**src/rtl/alu_arb_pkg.sv**
```systemverilog
// Shared types and constants for the alu_arbiter block and its alu32 datapath.
package alu_arb_pkg;

  localparam int unsigned DATA_W = 32;
  localparam int unsigned FUNC_W = 3;

  typedef enum logic [1:0] {
    IDLE = 2'd0,
    EXEC = 2'd1,
    RESP = 2'd2
  } state_t;

  typedef struct packed {
    logic [DATA_W-1:0] a;
    logic [DATA_W-1:0] b;
    logic [FUNC_W-1:0] f;
  } alu_op_t;

  localparam logic [FUNC_W-1:0] F_AND = 3'b000;
  localparam logic [FUNC_W-1:0] F_OR  = 3'b001;
  localparam logic [FUNC_W-1:0] F_ADD = 3'b010;
  localparam logic [FUNC_W-1:0] F_SUB = 3'b110;
  localparam logic [FUNC_W-1:0] F_SLT = 3'b111;

endpackage

```
**src/rtl/alu_arbiter_alu32.sv**
```systemverilog
// alu32: 32-bit combinational ALU. f[2] inverts B and injects a carry,
// f[1:0] selects AND / OR / SUM / set-on-sign. SLT is the sign bit of the
// difference (no overflow correction). Overflow is reported for the
// arithmetic codes (f[1]=1) only.
module alu32
  import alu_arb_pkg::*;
(
  input  logic [DATA_W-1:0] a,
  input  logic [DATA_W-1:0] b,
  input  logic [FUNC_W-1:0] f,
  output logic [DATA_W-1:0] y_c,
  output logic              zero_c,
  output logic              ovf_c
);

  logic [DATA_W-1:0] b_eff;
  logic [DATA_W-1:0] sum;

  // Operand conditioning, adder, result select and flags
  always_comb begin
    b_eff  = (f[2] == F_SUB[2]) ? ~b : b;
    sum    = a + b_eff + DATA_W'(f[2]);
    y_c    = '0;
    unique case (f[1:0])
      F_AND[1:0]: y_c = a & b_eff;
      F_OR[1:0]:  y_c = a | b_eff;
      F_ADD[1:0]: y_c = sum;
      F_SLT[1:0]: y_c = DATA_W'(sum[DATA_W-1]);
      default:    y_c = '0;
    endcase
    zero_c = (y_c == '0);
    ovf_c  = f[1] & ~(a[DATA_W-1] ^ b_eff[DATA_W-1]) & (a[DATA_W-1] ^ sum[DATA_W-1]);
  end

endmodule

```
**src/rtl/alu_arbiter.sv**
```systemverilog
// alu_arbiter: round-robin sharing of one alu32 between two requesters.
// IDLE grants and latches an operation, EXEC captures the ALU result, RESP
// presents it to the owner until accepted.
// Optional feature macro: ALU_ARB_STATS_EN adds saturating grant/overflow
// counters on ports stat_grant0, stat_grant1, stat_ovf.
module alu_arbiter
  import alu_arb_pkg::*;
#(
  parameter int unsigned STAT_W = 16
) (
  input  logic                    clk,
  input  logic                    reset_n,
  input  logic [1:0]              req_valid,
  output logic [1:0]              req_ready,
  input  logic [1:0][DATA_W-1:0]  req_a,
  input  logic [1:0][DATA_W-1:0]  req_b,
  input  logic [1:0][FUNC_W-1:0]  req_f,
  output logic [1:0]              rsp_valid,
  input  logic [1:0]              rsp_ready,
  output logic [DATA_W-1:0]       rsp_y,
  output logic                    rsp_zero,
  output logic                    rsp_ovf
`ifdef ALU_ARB_STATS_EN
  ,
  output logic [STAT_W-1:0]       stat_grant0,
  output logic [STAT_W-1:0]       stat_grant1,
  output logic [STAT_W-1:0]       stat_ovf
`endif
);

  state_t            state;
  state_t            state_d;
  logic              last;
  logic              owner;
  alu_op_t           op;
  logic              accept;
  logic              gnt_idx;
  logic [DATA_W-1:0] alu_y;
  logic              alu_zero;
  logic              alu_ovf;

  // Width sanity for the statistics counters
  if (STAT_W == 0) begin : g_stat_w_check
    $error("alu_arbiter: STAT_W must be at least 1");
  end

  // Shared ALU, fed only from the operand register
  alu32 u_alu (
    .a      (op.a),
    .b      (op.b),
    .f      (op.f),
    .y_c    (alu_y),
    .zero_c (alu_zero),
    .ovf_c  (alu_ovf)
  );

  // Next-state, round-robin grant and request accept
  always_comb begin
    state_d   = state;
    req_ready = 2'b00;
    accept    = 1'b0;
    gnt_idx   = 1'b0;
    unique case (state)
      IDLE: begin
        if (reset_n && (req_valid != 2'b00)) begin
          gnt_idx   = (req_valid == 2'b11) ? ~last : req_valid[1];
          req_ready = 2'(2'b01 << gnt_idx);
          accept    = 1'b1;
          state_d   = EXEC;
        end
      end
      EXEC: state_d = RESP;
      RESP: if (rsp_ready[owner]) state_d = IDLE;
      default: state_d = IDLE;
    endcase
  end

  // State, arbitration history, operand and result registers
  always_ff @(posedge clk or negedge reset_n) begin
    if (!reset_n) begin
      state     <= IDLE;
      last      <= 1'b1;
      owner     <= 1'b0;
      op        <= '0;
      rsp_valid <= 2'b00;
      rsp_y     <= '0;
      rsp_zero  <= 1'b0;
      rsp_ovf   <= 1'b0;
    end else begin
      state <= state_d;
      if (accept) begin
        last  <= gnt_idx;
        owner <= gnt_idx;
        op    <= '{a: req_a[gnt_idx], b: req_b[gnt_idx], f: req_f[gnt_idx]};
      end
      if (state == EXEC) begin
        rsp_y    <= alu_y;
        rsp_zero <= alu_zero;
        rsp_ovf  <= alu_ovf;
      end
      rsp_valid <= (state_d == RESP) ? 2'(2'b01 << owner) : 2'b00;
    end
  end

`ifdef ALU_ARB_STATS_EN
  // Saturating per-port grant counts and overflow count
  always_ff @(posedge clk or negedge reset_n) begin
    if (!reset_n) begin
      stat_grant0 <= '0;
      stat_grant1 <= '0;
      stat_ovf    <= '0;
    end else begin
      if (accept && !gnt_idx && (stat_grant0 != '1)) stat_grant0 <= stat_grant0 + STAT_W'(1);
      if (accept &&  gnt_idx && (stat_grant1 != '1)) stat_grant1 <= stat_grant1 + STAT_W'(1);
      if ((state == EXEC) && alu_ovf && (stat_ovf != '1)) stat_ovf <= stat_ovf + STAT_W'(1);
    end
  end
`endif

endmodule

```
**config.mk**
```make
export PLATFORM = sky130hd
export DESIGN_NAME = alu_arbiter
export DESIGN_NICKNAME = d
export VERILOG_FILES = /design/src/rtl/alu_arb_pkg.sv /design/src/rtl/alu_arbiter_alu32.sv /design/src/rtl/alu_arbiter.sv
export SDC_FILE = /design/constraint.sdc
export NUM_CORES = 1
export LEC_CHECK = 0
export ABC_AREA = 1
export CORE_ASPECT_RATIO = 1.25
export CORE_UTILIZATION = 53
export DETAILED_ROUTE_END_ITERATION = 16
export GPL_ROUTABILITY_DRIVEN = 0
export PLACE_DENSITY = 0.84
export SLEW_MARGIN = 15
export SYNTH_ARGS = -nofsm -noshare
export SYNTH_HDL_FRONTEND = slang
export SYNTH_SLANG_ARGS = --single-unit
```
**constraint.sdc**
```tcl
create_clock -name clk -period 3.6 [get_ports clk]
set_clock_uncertainty 0.1 [all_clocks]
set_input_delay 0.36 -clock clk [delete_from_list [all_inputs] [get_ports clk]]
set_output_delay 0.36 -clock clk [all_outputs]
set_load 0.05 [all_outputs]
```
-- Word-level counts from Yosys, hierarchy flattened
Index checks and enable logic that the tools add are counted.
- muxes and demuxes: 21
- magnitude comparators: 2
- reductions and logical operators: 5
- equal/unequal tests: 7
- bitwise gates (word level): 9
- add/sub/neg operators: 2
- shift operators: 2
- operators with widths (kind ; count):
    2-to-1 mux 32 bit ; 5
    one-hot mux 32 bit (4 select lines) ; 1
    adder 32 x 1 -> 32 bit ; 1
    adder 32 bit ; 1
    AND 32 bit ; 1
    logical NOT 32 bit ; 1
    NOT 32 bit ; 1
    OR 32 bit ; 1
    == test 2 bit, second input constant ; 5
    2-to-1 mux 2 bit ; 5
    2-to-1 mux 1 bit ; 7
    2-to-1 mux 3 bit ; 2
    one-hot mux 2 bit (3 select lines) ; 1
    == test 2 x 1 -> 1 bit, second input constant ; 2
    logical NOT 2 bit ; 2
    < comparator 1 x 2 -> 1 bit, second input constant ; 2
    left shift 1 x 1 -> 2 bit, first input constant ; 2
    AND 1 bit ; 2
    NOT 1 bit ; 2
    nonzero test 2 bit ; 1
    XOR 1 bit ; 2
    logical AND 1 bit ; 1
- bits in registers: 107
- output and inout port bits: 38
- input port bits: 140

-- Depth between registers and ports, before layout
Gate-level depths: netlist of the first run.
- depth after elaboration: 6
- mapped depth: 23

-- Cells and area by module
Synthesis of the first run repeated with hierarchy kept, for this count alone.
- cells, all modules: 1266
- area, all modules: 8883.5 um^2
- modules (own cells, without submodules) (module ; cells each ; times used ; sequential area each (um^2) ; area each (um^2)):
    alu_arbiter ; 481 ; 1 ; 2678.8 ; 4749.6
    alu32 ; 785 ; 1 ; 0.0 ; 4134.0

-- Least setup slack after synthesis of the first run
OpenSTA, ideal clock, no wires.
- path type: register -> register
- from: reg op[2] (netlist name)
- to: reg rsp_zero
- slack: 0.839 ns
- clock period less this slack: 2.761 ns
- stages on the path, launching flop included: 23
- arrival time: 2.543 ns
- setup time: 0.118 ns
- path through: dfrtp_1 > buf_4 > buf_2 > xnor2_1 > inv_1 > fa_1 > nand2_1 > nand2_1 > and2_4 > nand2_2 > nand2_1 > nand2_1 > nand2_2 > nand2_1 > nand2_1 > nand2_1 > nand3_1 > nand2_1 > o21ai_2 > nand2_1 > nor2_1 > nand3_1 > nand2_1
- word-level cells in the longest chain between the ends: 5
- ends and longest elaborated chain (item ; line ; RTL):
    start, declared ; alu_arbiter.sv:35 ; alu_op_t op;
    start signal, assigned ; alu_arbiter.sv:94 ; op <= '{a: req_a[gnt_idx], b: req_b[gnt_idx], f: req_f[gnt_idx]};
    2-to-1 mux 32 bit ; alu_arbiter_alu32.sv:21 ; b_eff = (f[2] == F_SUB[2]) ? ~b : b;
    adder 32 bit ; alu_arbiter_alu32.sv:22 ; sum = a + b_eff + DATA_W'(f[2]);
    adder 32 x 1 -> 32 bit ; alu_arbiter_alu32.sv:22 ;
    one-hot mux 32 bit (4 select lines) * ; alu_arbiter_alu32.sv:24 ; unique case (f[1:0])
    logical NOT 32 bit * ; alu_arbiter_alu32.sv:31 ; zero_c = (y_c == '0);
    end signal, assigned ; alu_arbiter.sv:98 ; rsp_zero <= alu_zero;
    end, declared ; alu_arbiter.sv:21 ; output logic rsp_zero,
Every way passes the cells marked *; elsewhere a longest branch is shown, timed or not.
A chain may end at the register's enable or synchronous reset.

-- Final worst setup path of the first run
Same ends and word-level chain as after synthesis.

==> results.py, run 1 <==
metrics = {
    "outcome": {
        "status": "complete, no violations",
    },
    "clock_network": {
        "cts_setup_buffers": 0,
        "cts_resized": 0,
        "cts-hold-fix-buffers": 0,
        "clock-sinks": 107,
        "numCtsBuffers": 9,
        "clockBufferDepth": 2,
        "cts_tree": "built",
        "clkTransAtPathRegs_ps": 80,
        "htree_levels": 3,
        "insertion_delay_ps": 360,
        "cts_root_buf": "clkbuf_16",
    },
    "sta": {
        "fin_crit_sh_pct": 93.42,
        "rsz0062_at_grt": "no",
        "slew_viol_final": 0,
        "hold_violations": 0,
        "clock.fmax_ghz": 0.2974,
        "tns_ps": 0,
        "worst_slew_pin_slew_ps": 704.3,
        "holdWs_ps": 110.0,
        "setup_viol": 0,
        "finalCriticalPeriod_ps": 3363,
        "maxSlewHeadroom_pct": 53.05,
    },
    "critical_path": {
        "rr_endpoint": "rsp_zero",
        "reg2reg_setup_slack_ps": 240,
        "crit_path_start_kind": "flip-flop",
        "arrival_ps": 3550,
        "path_class": "flip-flop to flip-flop",
        "required_ps": 3790,
        "slowest_delay_ps": 540,
        "worst_setup_path_end_kind": "flip-flop",
        "worstPathCellList": "buf_4 -> xnor2_1 -> ha_1 -> nand2_1 -> inv_1 -> nand2_1 -> nand2_1 -> inv_1 -> nor2_1 -> o21ai_0 -> nand4_1 -> nand3_1 -> o21ai_0 -> nor2_1 -> nand2_1 -> nor2_1 -> nand3_1 -> nand2_1",
        "rr_worst_depth": 18,
        "crit_top_cell": "nand2_1",
        "slowest_stage": "dfrtp_2",
        "crit_fanout": 23,
        "r2r-start": "op[2]",
    },
    "floorplanning": {
        "die_h_um": 142.7,
        "initial_core_util_pct": 54.11,
        "rows": 51,
        "coreArea_mm2": 0.01551,
        "io-pin-count": 178,
        "die_x_um": 114.5,
        "dieArea_mm2": 0.01634,
    },
    "run": {
        "drv_cap": 0,
    },
    "drt": {
        "first_pass_iters": 5,
        "wl_per_cell_um": 14.80,
        "ant_nets": 0,
        "vias": 8634,
        "drt_wl_total_um": 24100,
        "drcViolationCount": 0,
        "dr.first_iter.drc_count": 658,
        "vias_per_cell": 5.303,
    },
    "grt": {
        "antenna_found_initial": 0,
        "grt_pass1_wl_um": 39230,
        "grt_max_degree": 57,
        "track_usage_pct": 30.57,
        "overflow": 0,
        "grt_pass1_vias": 8251,
    },
    "finish": {
        "seqCellArea_mm2": 0.002680,
        "drive_above_1_share_pct": 6.285,
        "fillers": 1304,
        "multi_input_area_mm2": 0.004825,
        "diodes": 0,
        "final_cell_area_mm2": 0.01067,
        "fin_cells": 1628,
        "nNetsFinal": 1616,
        "syn_to_final_growth_pct": 27.20,
    },
    "synth": {
        "ys_seq_area_share_pct": 31.93,
        "synth_ff_type": "dfrtp_1",
        "synth_seq_cells": 107,
        "synthArstFlopShare_pct": 100.0,
        "ys_types": 40,
        "syn_area_per_cell_um2": 6.712,
        "syn_inst": 1250,
        "syn_nets": 1455,
        "ys_warn_count": 0,
        "synthesis.area_mm2": 0.008391,
        "synth_edf_count": 0,
    },
    "placed_design": {
        "placed_area_mm2": 0.01040,
        "portBuffers": 177,
        "placed_cells": 1612,
        "hpwl_um": 19120,
    },
    "min_path": {
        "hold_class": "primary input to asynchronous set/reset pin",
    },
}
per-layer routing:
layer / vias up / track usage, % / routed length, um
met5: - / 0 / 0
li1: 4246 / - / -
met3: 87 / 5.093 / 1865
met1: 3916 / 40.22 / 10210
met4: 0 / 13.12 / 940
met2: 385 / 49.63 / 11080
through the flow:
step | util, % | setup WS (ps)
floorplan | - | 839.4
global placement | 67.05 | 462.5
detailed placement | 67.05 | 370.8
CTS | 68.83 | 341.5
global route | 68.83 | 9.108
finish | 68.83 | 237.0
Yosys cell counts, types with 3 or more instances:
cell,count,share of area [%]
nand3b_1,10,0.89
inv_2,9,0.40
o22ai_1,15,1.1
a21oi_1,30,1.8
buf_4,3,0.27
o21bai_1,5,0.45
o211ai_1,36,3.2
buf_1,4,0.18
nand3_1,92,5.5
o21ai_1,3,0.18
ha_1,64,9.5
buf_2,11,0.66
xnor2_1,31,3.2
nand2_2,19,1.4
or2_2,7,0.52
nor2_1,80,3.6
inv_1,186,8.3
a21oi_2,3,0.31
clkbuf_1,23,1.0
a31oi_1,9,0.67
nand2_1,437,20
o21ai_0,34,2.0
dfrtp_1,106,32
nor3_1,5,0.30
nand4_1,7,0.52
cell usage in the layout, fill, tap and decap left out, types with 7 or more instances in the layout:
| cell type | n |
|---|---|
| nand2_1 | 437 |
| inv_1 | 186 |
| clkdlybuf4s50_1 | 174 |
| dfrtp_1 | 105 |
| nand3_1 | 92 |
| nor2_1 | 77 |
| ha_1 | 64 |
| o211ai_1 | 36 |
| o21ai_0 | 34 |
| xnor2_1 | 31 |
| a21oi_1 | 29 |
| nand2_2 | 19 |
| o22ai_1 | 15 |
| buf_4 | 15 |
| nand3b_1 | 10 |
| a31oi_1 | 9 |
| inv_2 | 9 |
| clkbuf_16 | 9 |
| nand4_1 | 7 |
| or2_2 | 7 |
layout make-up:
type                    count  area share (%)
clock buffers               9           2.110
clock inverters             7          0.4807
inverters                 195           6.858
multi-input cells         907           45.21
flip-flops and latches    107           25.11
well taps                 212           2.485
repair buffers            191           17.75
state kept, by name, summed over array words and instances (netlist names):
register and flops:
rsp_zero 1, rsp_ovf 1, op 67, state 2
last 1, rsp_valid 2, owner 1, rsp_y 32
logic make-up (layout without fill, tap and decap cells):
family	Yosys count	count (layout)	share of synthesized area, %
simple gates	666	666	33.30
flops	107	107	31.93
buf+inv	236	402	10.86
compound gates	142	142	10.57
xor+xnor	33	33	3.445
fa+ha+maj	65	65	9.782
mux	1	1	0.1193
critical path, delay by kind of cell, from the launching register on:
kind | cells | cell delay [ps]
AND/OR/NAND/NOR | 11 | 1130
AO/OA/AOI/OAI | 2 | 410
XOR/XNOR | 1 | 200
adder cells (fa/ha/maj) | 1 | 330
flip-flops | 1 | 540
buffers and inverters | 3 | 570
worst max-delay path by stage:
stage / to / slack (ps) / startpoint / depth (start not counted)
5_1_grt: rsp_zero / 9 / op[2] / 18
2_1_floorplan: rsp_zero / 840 / op[2] / 22
3_5_place_dp: rsp_zero / 370 / op[2] / 18
3_3_place_gp: rsp_zero / 460 / op[2] / 18
6_report: rsp_zero / 240 / op[2] / 18
4_1_cts: rsp_zero / 340 / op[2] / 18
Power of run 1 is not shown: default switching activity piles up to over one toggle a cycle in this logic, so the estimate is an artifact.
==> run 2: changes to the inputs <==
--- a/config.mk
+++ b/config.mk
@@ -10,8 +10,9 @@
 export CORE_UTILIZATION = 53
 export DETAILED_ROUTE_END_ITERATION = 16
 export GPL_ROUTABILITY_DRIVEN = 0
-export PLACE_DENSITY = 0.84
+export PLACE_DENSITY_LB_ADDON = 0.12
 export SLEW_MARGIN = 15
 export SYNTH_ARGS = -nofsm -noshare
 export SYNTH_HDL_FRONTEND = slang
 export SYNTH_SLANG_ARGS = --single-unit
+export TNS_END_PERCENT = 1
==> run 2 against run 1 <==
Net effect: die area unchanged; register-to-register slack got worse by 20 ps; via count down 0.97%; count of clock-buffer cells in the layout is 2 higher; sequential share of layout area hardly changed; critical path depth shrank 3; setup slack worse by 20 ps; routed wire length barely moved; global-route usage increased by 0.17 points; worst hold slack lost 99 ps; largest cell class unchanged; utilization shrank 0.12 points; fmax down 0.60%.
==> results.py, run 2 (synthesized netlist as in run 1, its figures left out) <==
metrics = {
    "grt": {
        "grt_util_met2_pct": 49.25,
        "antenna_found_initial": 0,
        "met1_usage_pct": 41.34,
        "grt_max_degree": 65,
        "grt_pass1_wl_um": 39020,
        "overflow": 0,
        "busiest_layer": "met2",
        "grt_pass1_vias": 8098,
        "met3_usage_pct": 4.711,
        "track_usage_pct": 30.74,
    },
    "clock_network": {
        "clockBufferDepth": 2,
        "cts_root_buf": "clkbuf_16",
        "cts-hold-fix-buffers": 0,
        "insertion_delay_ps": 370,
        "clkTransAtPathRegs_ps": 80,
        "cts_setup_buffers": 0,
        "cts_resized": 0,
        "cts_tree": "built",
        "htree_levels": 3,
        "clock-sinks": 107,
        "numCtsBuffers": 9,
    },
    "finish": {
        "syn_to_final_growth_pct": 26.98,
        "largest_reg_flops": 67,
        "diodes": 0,
        "seqCellArea_mm2": 0.002680,
        "nNetsFinal": 1613,
        "fillers": 1375,
        "reg_top3": "op (67), rsp_y (32)",
        "layout_commonest_cell": "nand2_1",
        "drive_above_1_share_pct": 6.016,
        "final_cell_mix": "437 x nand2_1, 186 x inv_1, 174 x clkdlybuf4s50_1",
        "largest-register": "op",
        "multi_input_area_mm2": 0.004825,
    },
    "sta": {
        "clock.fmax_ghz": 0.2956,
        "setup_viol": 0,
        "rsz0062_at_grt": "no",
        "finalCriticalPeriod_ps": 3383,
        "fin_crit_sh_pct": 93.98,
        "slew_viol_final": 0,
        "tns_ps": 0,
        "hold_violations": 0,
        "maxSlewHeadroom_pct": 32.95,
        "worst_slew_pin_slew_ps": 1005,
    },
    "floorplanning": {
        "initial_core_util_pct": 54.11,
        "coreArea_mm2": 0.01551,
        "die_x_um": 114.5,
        "io-pin-count": 178,
        "die_h_um": 142.7,
        "rows": 51,
        "dieArea_mm2": 0.01634,
    },
    "critical_path": {
        "crit_fanout": 25,
        "crit_top_cell": "nand2_1",
        "path_class": "flip-flop to flip-flop",
        "reg2reg_setup_slack_ps": 220,
        "worst_setup_path_end_kind": "flip-flop",
        "slowest_stage": "dfrtp_2",
        "r2r-start": "op[2]",
        "slowest_delay_ps": 800,
        "rr_worst_depth": 15,
        "worstPathCellList": "buf_4 -> xnor2_1 -> ha_1 -> a21oi_1 -> nand2_1 -> o21bai_4 -> a21oi_2 -> nand3_1 -> nand3b_2 -> nand2_1 -> nor2_1 -> nand2_1 -> nor2_1 -> nand3_1 -> nand2_1",
        "crit_path_start_kind": "flip-flop",
        "arrival_ps": 3580,
        "required_ps": 3790,
        "rr_endpoint": "rsp_zero",
    },
    "drt": {
        "drcViolationCount": 0,
        "vias": 8550,
        "first_pass_iters": 6,
        "wl_per_cell_um": 14.83,
        "drt_wl_total_um": 24100,
        "ant_nets": 0,
        "vias_per_cell": 5.262,
        "dr.first_iter.drc_count": 570,
    },
    "placed_design": {
        "portBuffers": 177,
        "hpwl_um": 19290,
    },
    "min_path": {
        "hold_class": "primary input to asynchronous set/reset pin",
    },
    "outcome": {
        "status": "complete, no violations",
    },
    "run": {
        "drv_cap": 0,
    },
}
-- run 2: cell types whose count changed in the layout (fill, tap and decap cells not counted), sizes merged --
| cell | before | now |
|---|---|---|
| inv | 197 | 196 |
| buf | 17 | 14 |
| clkinv | 3 | 2 |
| clkbuf | 9 | 11 |
-- run 2: worst max path at each step --
| stage | from | end | slack (ps) | depth (start not counted) |
|---|---|---|---|---|
| global route | op[2] | rsp_zero | 10 | 18 |
| CTS | op[2] | rsp_zero | 280 | 15 |
| floorplan | op[2] | rsp_zero | 840 | 22 |
| global placement | op[2] | rsp_zero | 350 | 15 |
| detailed placement | op[2] | rsp_zero | 310 | 15 |
| finish | op[2] | rsp_zero | 220 | 15 |
-- run 2: area by class of cell --
type	instances	area share [%]
timing repair buffer	188	17.57
sequential	107	25.16
inverter	195	6.870
tap	212	2.490
multi-input combinational	907	45.28
clock inverter	5	0.3523
clock buffer	11	2.278
-- run 2: per-layer routing --
layer | share of wire (%) | wire length (um)
met1 | 44 | 10710
met2 | 45 | 10940
met3 | 7.3 | 1749
met4 | 2.9 | 695
met5 | 0 | 0
-- run 2: critical path, delay by kind of cell, from the launching register on --
family,cells,cell delay [ps]
compound gates,3,650
xor+xnor,1,170
fa+ha+maj,1,360
buf+inv,1,350
flops,1,800
simple gates,9,870
-- run 2: through the flow --
step / hold slack, ps / instances / setup WS, ps / utilization (%) / instance area, um2
global placement: 358.4 / 1609 / 347.0 / 66.90 / 10370
floorplan: -35.59 / 1250 / 839.4 / - / 8391
finish: 11.31 / 1625 / 216.9 / 68.71 / 10650
CTS: 39.83 / 1625 / 278.0 / 68.71 / 10650
detailed placement: 362.7 / 1609 / 305.5 / 66.90 / 10370
global route: 85.89 / 1625 / 13.57 / 68.71 / 10650
Power of run 2 is left out for the same reason.
==> run 3: changes to the inputs <==
--- a/config.mk
+++ b/config.mk
@@ -8,6 +8,7 @@
 export ABC_AREA = 1
 export CORE_ASPECT_RATIO = 1.25
 export CORE_UTILIZATION = 53
+export CTS_CLUSTER_DIAMETER = 120
 export DETAILED_ROUTE_END_ITERATION = 16
 export GPL_ROUTABILITY_DRIVEN = 0
 export PLACE_DENSITY_LB_ADDON = 0.12
==> results of run 3 <==
No change in the layout: final DEF, timing and power equal those of run 2.
Power of run 3 is left out for the same reason.
==> edit: new RTL, flow settings as in run 1 <==
Register the output `rsp_ovf` once more, cleared by the reset; this adds one clock of latency there. The other outputs are not delayed to match.
--- a/src/rtl/alu_arbiter.sv
+++ b/src/rtl/alu_arbiter.sv
@@ -27,6 +27,8 @@
   output logic [STAT_W-1:0]       stat_ovf
 `endif
 );
+
+  logic rsp_ovf_s0;
 
   state_t            state;
   state_t            state_d;
@@ -85,7 +87,7 @@
       rsp_valid <= 2'b00;
       rsp_y     <= '0;
       rsp_zero  <= 1'b0;
-      rsp_ovf   <= 1'b0;
+      rsp_ovf_s0 <= 1'b0;
     end else begin
       state <= state_d;
       if (accept) begin
@@ -96,7 +98,7 @@
       if (state == EXEC) begin
         rsp_y    <= alu_y;
         rsp_zero <= alu_zero;
-        rsp_ovf  <= alu_ovf;
+        rsp_ovf_s0 <= alu_ovf;
       end
       rsp_valid <= (state_d == RESP) ? 2'(2'b01 << owner) : 2'b00;
     end
@@ -117,5 +119,13 @@
   end
 `endif
 
+  always_ff @(posedge clk or negedge reset_n) begin
+    if (!reset_n) begin
+      rsp_ovf <= '0;
+    end else begin
+      rsp_ovf <= rsp_ovf_s0;
+    end
+  end
+
 endmodule
 
Function: changed (Yosys sat finds a counterexample within 4 cycles, from zero or initial values and one cycle with reset_n low).
==> edit against run 1 <==
  * Maximum frequency increased by 1.5%
  * Final cell count increased by 0.12%
  * Sequential cell count up 1
  * Setup slack better by 49 ps
  * Routed wire length decreased by 0.57%
  * Cell area up 0.34%
  * Area after synthesis grew 0.30%
  * Synthesized cell count is essentially flat
Power is not shown: default switching activity piles up to over one toggle a cycle in this logic, so the estimate is an artifact.
==> edit: results (changes against run 1) <==
OUTCOME='completed'
DR.FIRST_ITER.DRC_COUNT=574  # -13%
SYNTH_ADDER_AREA_SHARE_PCT=9.75  # -0.029 points
TIMING_WORST_SLEW_PIN_VALUE_PS=980  # +276 ps
GROUTE.USAGE.OVERALL_PCT=30.5  # -0.083 points
FIRSTDRTPASSITERS=7  # +2
DRIVE_GT1_SHARE_PCT=6.00  # -0.28 points
FFS_W_ASYNC_S_R_SYNTH_PCT=100  # unchanged
WORST_R2R_ENDPOINT='rsp_zero'
CTS.PATH.MAX_BUFFERS=2  # unchanged
CLOCK_LATENCY_PS=360  # about the same
CLK_PIN_SLEW_PS=70
NUMBER_OF_ANTENNA_VIOLATIONS_AT_THE_FIRST_CHECK_IN_GLOBAL_ROUTING=2  # +2
CRIT_PATH_END_KIND='flop'
HP-CLASS='in2async'
SYNTH_CELL_TYPE_COUNT=40  # unchanged
BIGGESTREGSBYFLOPS='op (67), rsp_y (32)'
SYNTH-SEQ-CELLS=108  # +0.93%
CTSHTREEMAXLEVEL=3  # unchanged
GRT_PASS1_VIAS=8238  # -0.16%
SYNTHTOPCELLSBYAREA='dfrtp_1 32%, nand2_1 19%, ha_1 9.5%'
NNETSFINAL=1616  # unchanged
PLACEDINSTANCEAREA_UM2=10400  # +0.17%
WIRE_LENGTH_PER_CELL_UM=14.7  # -0.69%
POSTSYNTHNETCOUNT=1456  # +0.069%
VIASPERCELL=5.30  # -0.16%
SYNTH_XOR_AREA_SHARE_PCT=3.43  # -0.010 points
FF2FF_SETUP_SLACK_PS=290  # +50 ps
GRT_MAX_DEGREE=61  # +7.0%
CTS_BUFFERS=9  # unchanged
MUXSHAREOFSYNTHAREA_PCT=0.119  # -0.00035 points
SYNTHTOPCELLSBYCOUNT='437 x nand2_1, 186 x inv_1, 107 x dfrtp_1'
LARGEST_REGISTER='op'
GRT_FIRST_PASS_WIRELENGTH_UM=39100  # -0.41%
SYNTH-SEQ-AREA-SHARE_PCT=32.1  # +0.20 points
CRIT_PATH_MAX_FANOUT=17  # -26%
PLACE_HPWL_UM=19200  # +0.45%
TIMING.CRITICAL_PATH.FROM='op[2]'
SYNTH_COMPOUND_AREA_SHARE_PCT=10.5  # -0.031 points
REG2REGPATHDEPTH=17  # -1
-- edit: cell types whose count changed after synthesis --
cell,delta
dfrtp_1,+1
-- edit: worst min-delay path by stage --
stage,endpoint,cells after the start
CTS,rsp_y[19],2
global route,rsp_y[19],2
global placement,rsp_ovf,0
floorplan,op[0],0
detailed placement,rsp_ovf,0
finish,op[61],2
-- edit: critical path, stage by stage (launching register included) --
cell and delay [ps]:
dfrtp_4 590, buf_4 330, xnor2_1 150, ha_1 400, nand2_1 80, inv_1 110
nand2_1 120, nor3_1 240, nand3_1 190, nand3_1 120, nand2_1 50, nand3_1 60
o21ai_0 90, nor2_1 270, nand2_1 90, nor2_1 100, nand3_1 80, nand2_1 60
-- edit: per-layer routing --
layer  wire length (um)  GRT usage, %  share of wire [%]  vias to the layer above
li1                   -             -                  -                     4240
met1               9980          38.9                 42                     3871
met2              11100          49.9                 46                      429
met3               1910          4.80                8.0                       91
met4                977          15.4                4.1                        0
met5                  0             0                  0                        -
-- edit: cell families after synthesis --
logic type	count (synthesis)
compound gates	142
xor+xnor	33
fa+ha+maj	65
buf+inv	236
flops	108
mux	1
simple gates	666
-- edit: layout make-up --
type                       count  area, um2
multi-input combinational    907       4820
timing repair buffer         190       1890
tap                          212        265
clock inverter                 4       51.3
antenna                        2       5.00
sequential                   108       2710
fill                        1372       4860
inverter                     195        732
clock buffer                  12        236
-- edit: timing repair --
item                       in CTS  in global routing
gates resized for setup         0                  1
setup endpoints to repair       0                  1
setup buffers                   0                  0
-- edit: stage by stage --
stage | setup slack, ps | instances | util (%) | hold slack [ps]
6_report | 286 | 1630 | 68.8 | 73.6
5_1_grt | 78.7 | 1628 | 68.7 | 134
4_1_cts | 299 | 1628 | 68.7 | 106
3_5_place_dp | 345 | 1612 | 66.9 | 262
3_3_place_gp | 455 | 1612 | 66.9 | 258
2_1_floorplan | 839 | 1251 | - | -35.6
